### src/rtl/clkmon_pkg.sv
// Shared types, default constants and the tolerance compare used by the
// clock period monitor.
package clkmon_pkg;

    typedef enum logic [1:0] {
        IDLE,
        ACQ,
        LOCKED
    } clkmon_state_e;

    localparam int DEF_EXP_PERIOD = 6;
    localparam int DEF_EXP_HIGH   = 3;
    localparam int DEF_TOL        = 0;
    localparam int DEF_LOCK_CNT   = 4;

    // True when |meas - expv| <= tol. Operands are 32-bit signed, which is
    // wider than any counter value plus one, so the difference cannot wrap.
    function automatic logic within_tol(input int meas, input int expv, input int tol);
        int signed diff;
        diff = meas - expv;
        return (diff <= tol) && (diff >= -tol);
    endfunction

endpackage

### src/rtl/sync_edge_detect.sv
// Two-flop synchronizer for an asynchronous level plus a history flop that
// turns the synchronized level into a single-cycle rising-edge strobe.
module sync_edge_detect
    import clkmon_pkg::*;
(
    input  logic clk_in,
    input  logic reset,
    input  logic async_in,
    output logic rise,
    output logic lvl
);

    logic s1;
    logic s2;
    logic s3;

    // s1/s2 resolve metastability, s3 holds the previous synchronized level
    always_ff @(posedge clk_in or posedge reset) begin
        if (reset) begin
            s1 <= 1'b0;
            s2 <= 1'b0;
            s3 <= 1'b0;
        end else begin
            s1 <= async_in;
            s2 <= s1;
            s3 <= s2;
        end
    end

    assign rise = s2 & ~s3;
    assign lvl  = s2;

endmodule

### src/rtl/clock_period_monitor.sv
// Clock period monitor: measures each period of a slow divided clock mon_in
// in clk_in cycles, compares it against EXP_PERIOD +/- TOL and tracks lock
// through an IDLE/ACQ/LOCKED state machine. Stalls are flagged when no edge
// arrives within 2*EXP_PERIOD+TOL cycles.
// Optional feature: define CLKMON_DUTY_CHECK_EN to also measure the high
// phase against EXP_HIGH +/- TOL; a duty error then counts as a bad period.
module clock_period_monitor
    import clkmon_pkg::*;
#(
    parameter int CNT_W      = 8,
    parameter int EXP_PERIOD = DEF_EXP_PERIOD,
    parameter int EXP_HIGH   = DEF_EXP_HIGH,
    parameter int TOL        = DEF_TOL,
    parameter int LOCK_CNT   = DEF_LOCK_CNT
) (
    input  logic             clk_in,
    input  logic             reset,
    input  logic             mon_in,
    output logic [CNT_W-1:0] period_o,
    output logic             period_valid,
    output logic             locked,
    output logic             period_err,
    output logic             stall_err,
    output logic             duty_err
);

    localparam logic [CNT_W-1:0] TIMEOUT_V = CNT_W'(2 * EXP_PERIOD + TOL);
    localparam int               GOOD_W    = $clog2(LOCK_CNT + 1);
    localparam logic [GOOD_W-1:0] LOCK_V   = GOOD_W'(LOCK_CNT);

    // Saturating increment so a stuck clock cannot wrap the counters.
    function automatic logic [CNT_W-1:0] sat_inc(input logic [CNT_W-1:0] v);
        return (v == '1) ? v : v + CNT_W'(1);
    endfunction

    // Clamp the one-bit-wider measurement onto the output width.
    function automatic logic [CNT_W-1:0] sat_to_cnt(input logic [CNT_W:0] v);
        return v[CNT_W] ? '1 : v[CNT_W-1:0];
    endfunction

    logic              rise;
    logic              s2_lvl;
    logic [CNT_W-1:0]  cnt;
    logic [CNT_W:0]    meas;
    logic              at_limit;
    logic              timeout;
    logic              period_bad;
    logic              duty_bad;
    logic              meas_good;
    clkmon_state_e     state;
    logic [GOOD_W-1:0] good;
    logic [GOOD_W-1:0] good_inc;

    sync_edge_detect u_sync (
        .clk_in   (clk_in),
        .reset    (reset),
        .async_in (mon_in),
        .rise     (rise),
        .lvl      (s2_lvl)
    );

    // The rise cycle itself is part of the period, hence cnt + 1.
    assign meas     = {1'b0, cnt} + {{CNT_W{1'b0}}, 1'b1};
    assign at_limit = (cnt == TIMEOUT_V);
    assign timeout  = at_limit & ~rise;
    // A rise landing exactly on the timeout count is measured but always bad.
    assign period_bad = ~within_tol(int'(meas), EXP_PERIOD, TOL) | at_limit;
    assign meas_good  = ~period_bad & ~duty_bad;
    assign good_inc   = good + GOOD_W'(1);

    // Period counter: restarts on every edge and on a stall outside IDLE
    always_ff @(posedge clk_in or posedge reset) begin
        if (reset) begin
            cnt <= '0;
        end else if (rise || (timeout && (state != IDLE))) begin
            cnt <= '0;
        end else begin
            cnt <= sat_inc(cnt);
        end
    end

`ifdef CLKMON_DUTY_CHECK_EN
    logic [CNT_W-1:0] hcnt;

    // High-phase counter: the rise cycle counts as the first high cycle
    always_ff @(posedge clk_in or posedge reset) begin
        if (reset) begin
            hcnt <= '0;
        end else if (rise) begin
            hcnt <= CNT_W'(1);
        end else if (s2_lvl) begin
            hcnt <= sat_inc(hcnt);
        end
    end

    assign duty_bad = ~within_tol(int'(hcnt), EXP_HIGH, TOL);
`else
    localparam int unused_exp_high = EXP_HIGH;
    logic unused_lvl;

    assign unused_lvl = s2_lvl;
    assign duty_bad   = 1'b0;
`endif

    // Lock state machine with registered measurement, lock and error outputs
    always_ff @(posedge clk_in or posedge reset) begin
        if (reset) begin
            state        <= IDLE;
            good         <= '0;
            period_o     <= '0;
            period_valid <= 1'b0;
            locked       <= 1'b0;
            period_err   <= 1'b0;
            stall_err    <= 1'b0;
            duty_err     <= 1'b0;
        end else begin
            period_valid <= 1'b0;
            period_err   <= 1'b0;
            stall_err    <= 1'b0;
            duty_err     <= 1'b0;
            unique case (state)
                IDLE: begin
                    // first edge only starts the measurement window
                    if (rise) begin
                        state <= ACQ;
                        good  <= '0;
                    end
                end
                ACQ: begin
                    if (rise) begin
                        period_o     <= sat_to_cnt(meas);
                        period_valid <= 1'b1;
                        period_err   <= period_bad;
                        duty_err     <= duty_bad & ~period_bad;
                        if (meas_good) begin
                            good <= good_inc;
                            if (good_inc == LOCK_V) begin
                                state  <= LOCKED;
                                locked <= 1'b1;
                            end
                        end else begin
                            good <= '0;
                        end
                    end else if (timeout) begin
                        stall_err <= 1'b1;
                        state     <= IDLE;
                        good      <= '0;
                    end
                end
                LOCKED: begin
                    if (rise) begin
                        period_o     <= sat_to_cnt(meas);
                        period_valid <= 1'b1;
                        period_err   <= period_bad;
                        duty_err     <= duty_bad & ~period_bad;
                        if (!meas_good) begin
                            state  <= ACQ;
                            locked <= 1'b0;
                            good   <= '0;
                        end
                    end else if (timeout) begin
                        stall_err <= 1'b1;
                        locked    <= 1'b0;
                        state     <= IDLE;
                        good      <= '0;
                    end
                end
                default: begin
                    state  <= IDLE;
                    locked <= 1'b0;
                    good   <= '0;
                end
            endcase
        end
    end

endmodule

### config.mk
export PLATFORM = sky130hd
export DESIGN_NAME = clock_period_monitor
export DESIGN_NICKNAME = d
export VERILOG_FILES = /design/src/rtl/clkmon_pkg.sv /design/src/rtl/sync_edge_detect.sv /design/src/rtl/clock_period_monitor.sv
export SDC_FILE = /design/constraint.sdc
export NUM_CORES = 1
export LEC_CHECK = 0
export ABC_CLOCK_PERIOD_IN_PS = 4640
export CAP_MARGIN = 20
export CORE_MARGIN = 1.5
export CORE_UTILIZATION = 45
export DETAILED_ROUTE_END_ITERATION = 6
export MAX_ROUTING_LAYER = met4
export PLACE_DENSITY = 0.65
export SYNTH_ARGS = -nofsm -noshare
export SYNTH_HDL_FRONTEND = slang
export SYNTH_SLANG_ARGS = --single-unit
### constraint.sdc
create_clock -name clk_in -period 4.64 [get_ports clk_in]
set_clock_uncertainty 0.1 [all_clocks]
set_input_delay 0.928 -clock clk_in [delete_from_list [all_inputs] [get_ports clk_in]]
set_output_delay 0.928 -clock clk_in [all_outputs]
set_load 0.02 [all_outputs]
==> metrics.md <==
| Metric | Value |
|---|---|
| Synth top area cells | `dfrtp_1 44%, ha_1 7.8%, nand2_1 5.2%, nor2_1 4.0%, o21ai_0 3.8%` |
| Via/cell ratio | `5.60` |
| Worst Max-Slew Pin Slew | `0.641 ns` |
| Die height | `62.5 um` |
| GRT overflow | `0` |
| Min Tclk post-route | `2.68 ns` |
| Clk_lat worst skew | `0.33 ns` |
| Die ar. | `3910 um2` |
| Post-route cell area | `1850 um2` |
| Worst setup margin | `1.96 ns` |
| Status | `complete, no violations` |
| Starting DRT DRC Count | `106` |
| Multi-input gate area | `830 um2` |
| Die width | `62.5 um` |
| Worst EP arrival | `2.81 ns` |
| Crit path required time | `4.77 ns` |
| CTS Buffer Depth | `2` |
| DRC Markers | `0` |
| Synth Flop Type | `dfrtp_1` |
| Seq cells post-synth | `28` |
| Leading area contributor after synthesis | `dfrtp_1` |
| Max-Cap Viols | `0` |
| Cell count after synthesis | `170` |
| Pin count of the biggest net entering global routing | `29` |
| Fin cells | `229` |
| Row cnt | `21` |
| Synth top area share | `43.9%` |
| Setup CP Type | `register to register` |
| Detailed placement HPWL | `2360 um` |
| FILL cells | `311` |
| PostCTS Resize Cnt | `0` |
| Slew Viols, Final | `0` |
| IO Pins | `16` |
| Mapped Area | `1600 um2` |
| Async S/R FF share, synth | `100%` |
| Final Setup Violations | `0` |
| Antenna viol nets, final | `0` |
| Yosys warns | `0` |
| Register area | `701 um2` |
| CTS tree | `yes` |
| Maximum clock frequency | `0.373 GHz` |
| Worst-path fanout max | `5` |
| Pleak | `0.888 nW` |
| NumNets Final | `197` |
| CTS buffer count | `3` |
| Unrepaired setup endpoints after global routing | `no` |
| Total number of vias | `1282` |
| PortBufs | `14` |
| Peak supply drop | `231 uV` |
| Tcrit/Tclk final | `57.8%` |
| First-pass GRT wire length | `5420 um` |
| GRT Overall Usage | `17.7%` |
| Vias in the first global route | `1162` |
| ANT cells | `0` |
| RD Place Congestion | `0.889` |
| Slew margin rel. | `57.0%` |
| Syn_nets | `183` |
| Placed cell count | `224` |
| Overall routed net length | `3230 um` |
| Initial Util | `47.4%` |
| WL/cell | `14.1 um` |
| CP endpoint kind | `register` |
| Worst-path clk slew | `0.15 ns` |
| PwrDens | `438 nW/um2` |
| CP Launch Type | `register` |
| Leading cell type in the layout, fill and taps excluded | `dfrtp_1` |
| Mapped Avg Cell Area | `9.38 um2` |
| Final Hold Vio Count | `0` |
| CORE AREA | `3360 um2` |
| Dpl ws | `2.05 ns` |
| DR pass1 iterations | `4` |
| Unique cell type count in the Yosys netlist | `47` |
| EDFF count, synth | `0` |
| Initial antenna violation count | `0` |
| Layout area overhead | `15.7%` |
| DP Area | `1770 um2` |
| Overall Power | `0.809 mW` |
| Clk sinks | `28` |
| TNS Setup | `0 ns` |
| Hold-fix buffers, CTS | `0` |
| Share of cells above drive strength 1 | `7.65%` |
| Worst Hold Class | `register to register` |
| Post-synthesis sequential area ratio | `43.9%` |
| Most frequent cells in the layout | `28 x dfrtp_1, 22 x nand2_1, 17 x nor2_1` |
| Root buffer cell | `clkbuf_4` |
| Post-CTS setup buffer count | `0` |
| H-tree depth | `1` |
final cells by class:
cell class	instances	share of cell area (%)
tap	46	3.12
timing repair buffer	15	9.08
inverter	10	2.03
multi-input combinational	126	44.9
sequential	28	38.0
clock buffer	3	1.22
clock inverter	1	1.63
worst paths after layout:
kind / startpoint / slack, ns / end / cells past startpoint
max: cnt[0]$_DFFE_PP0P_ / 1.96 / state[0]$_DFFE_PP0P_ / 8
min: u_sync.s1$_DFF_PP0_ / 0.28 / u_sync.lvl$_DFF_PP0_ / 0
max reg2reg: cnt[0]$_DFFE_PP0P_ / 1.96 / state[0]$_DFFE_PP0P_ / 8
min reg2reg: u_sync.s1$_DFF_PP0_ / 0.28 / u_sync.lvl$_DFF_PP0_ / 0
max in group asynchronous: reset / 3.27 / u_sync.lvl$_DFF_PP0_ / 3
min in group asynchronous: reset / 0.75 / good[0]$_DFFE_PP0P_ / 2
registers in the layout (all words and copies together) (netlist names):
name          count
good              3
period_o          8
state             2
u_sync.lvl        1
stall_err         1
u_sync.s1         1
cnt               8
u_sync.s3         1
locked            1
period_err        1
period_valid      1
cells by family (layout without fill, tap and decap cells):
family / Yosys count / in the layout / synth area share [%]
compound gates: 39 / 39 / 17.6
other cells: 1 / 1 / 0.235
flops: 28 / 28 / 43.9
buf+inv: 16 / 29 / 4.08
xor+xnor: 5 / 5 / 2.75
simple gates: 69 / 69 / 22.0
mux: 2 / 2 / 1.57
fa+ha+maj: 10 / 10 / 7.84
synthesized netlist by cell type (all sizes together), types with 2 or more instances:
master / n
or2: 2
buf: 2
nand2: 22
a211oi: 2
and4: 2
nor2: 17
a21oi: 6
a311oi: 2
clkbuf: 4
xnor2: 2
ha: 10
o211ai: 2
dfrtp: 28
xor2: 3
o21ai: 14
a22o: 2
and2: 2
o2111a: 2
nor3: 3
and3: 3
nor4: 2
o211a: 2
nor2b: 2
nand3: 6
inv: 10
or3: 2
critical path: stages (launching register included):
cell and delay [ns]:
dfrtp_1 0.47, ha_1 0.28, xor2_1 0.28, ha_1 0.30
a311oi_1 0.22, and4_4 0.29, o2111a_1 0.23, a211oi_1 0.07
o311ai_1 0.34
metrics by stage:
step,utilization [%],hold WS (ns)
finish,54.9,0.282
global route,54.9,0.299
CTS,54.1,0.285
detailed placement,52.5,0.240
global placement,52.5,0.243
floorplan,-,0.231
routing by layer:
metal,share of wire [%],track usage (%)
met1,48,25.3
met2,45,26.3
met3,5.1,1.80
met4,1.5,5.83
met5,0,-
power breakdown:
group,internal (mW),switching (mW),leakage (nW)
Clock,0.0875,0.0736,0.0279
Combinational,0.133,0.192,0.488
Sequential,0.284,0.0391,0.372
(Power assumes the default switching activity.)
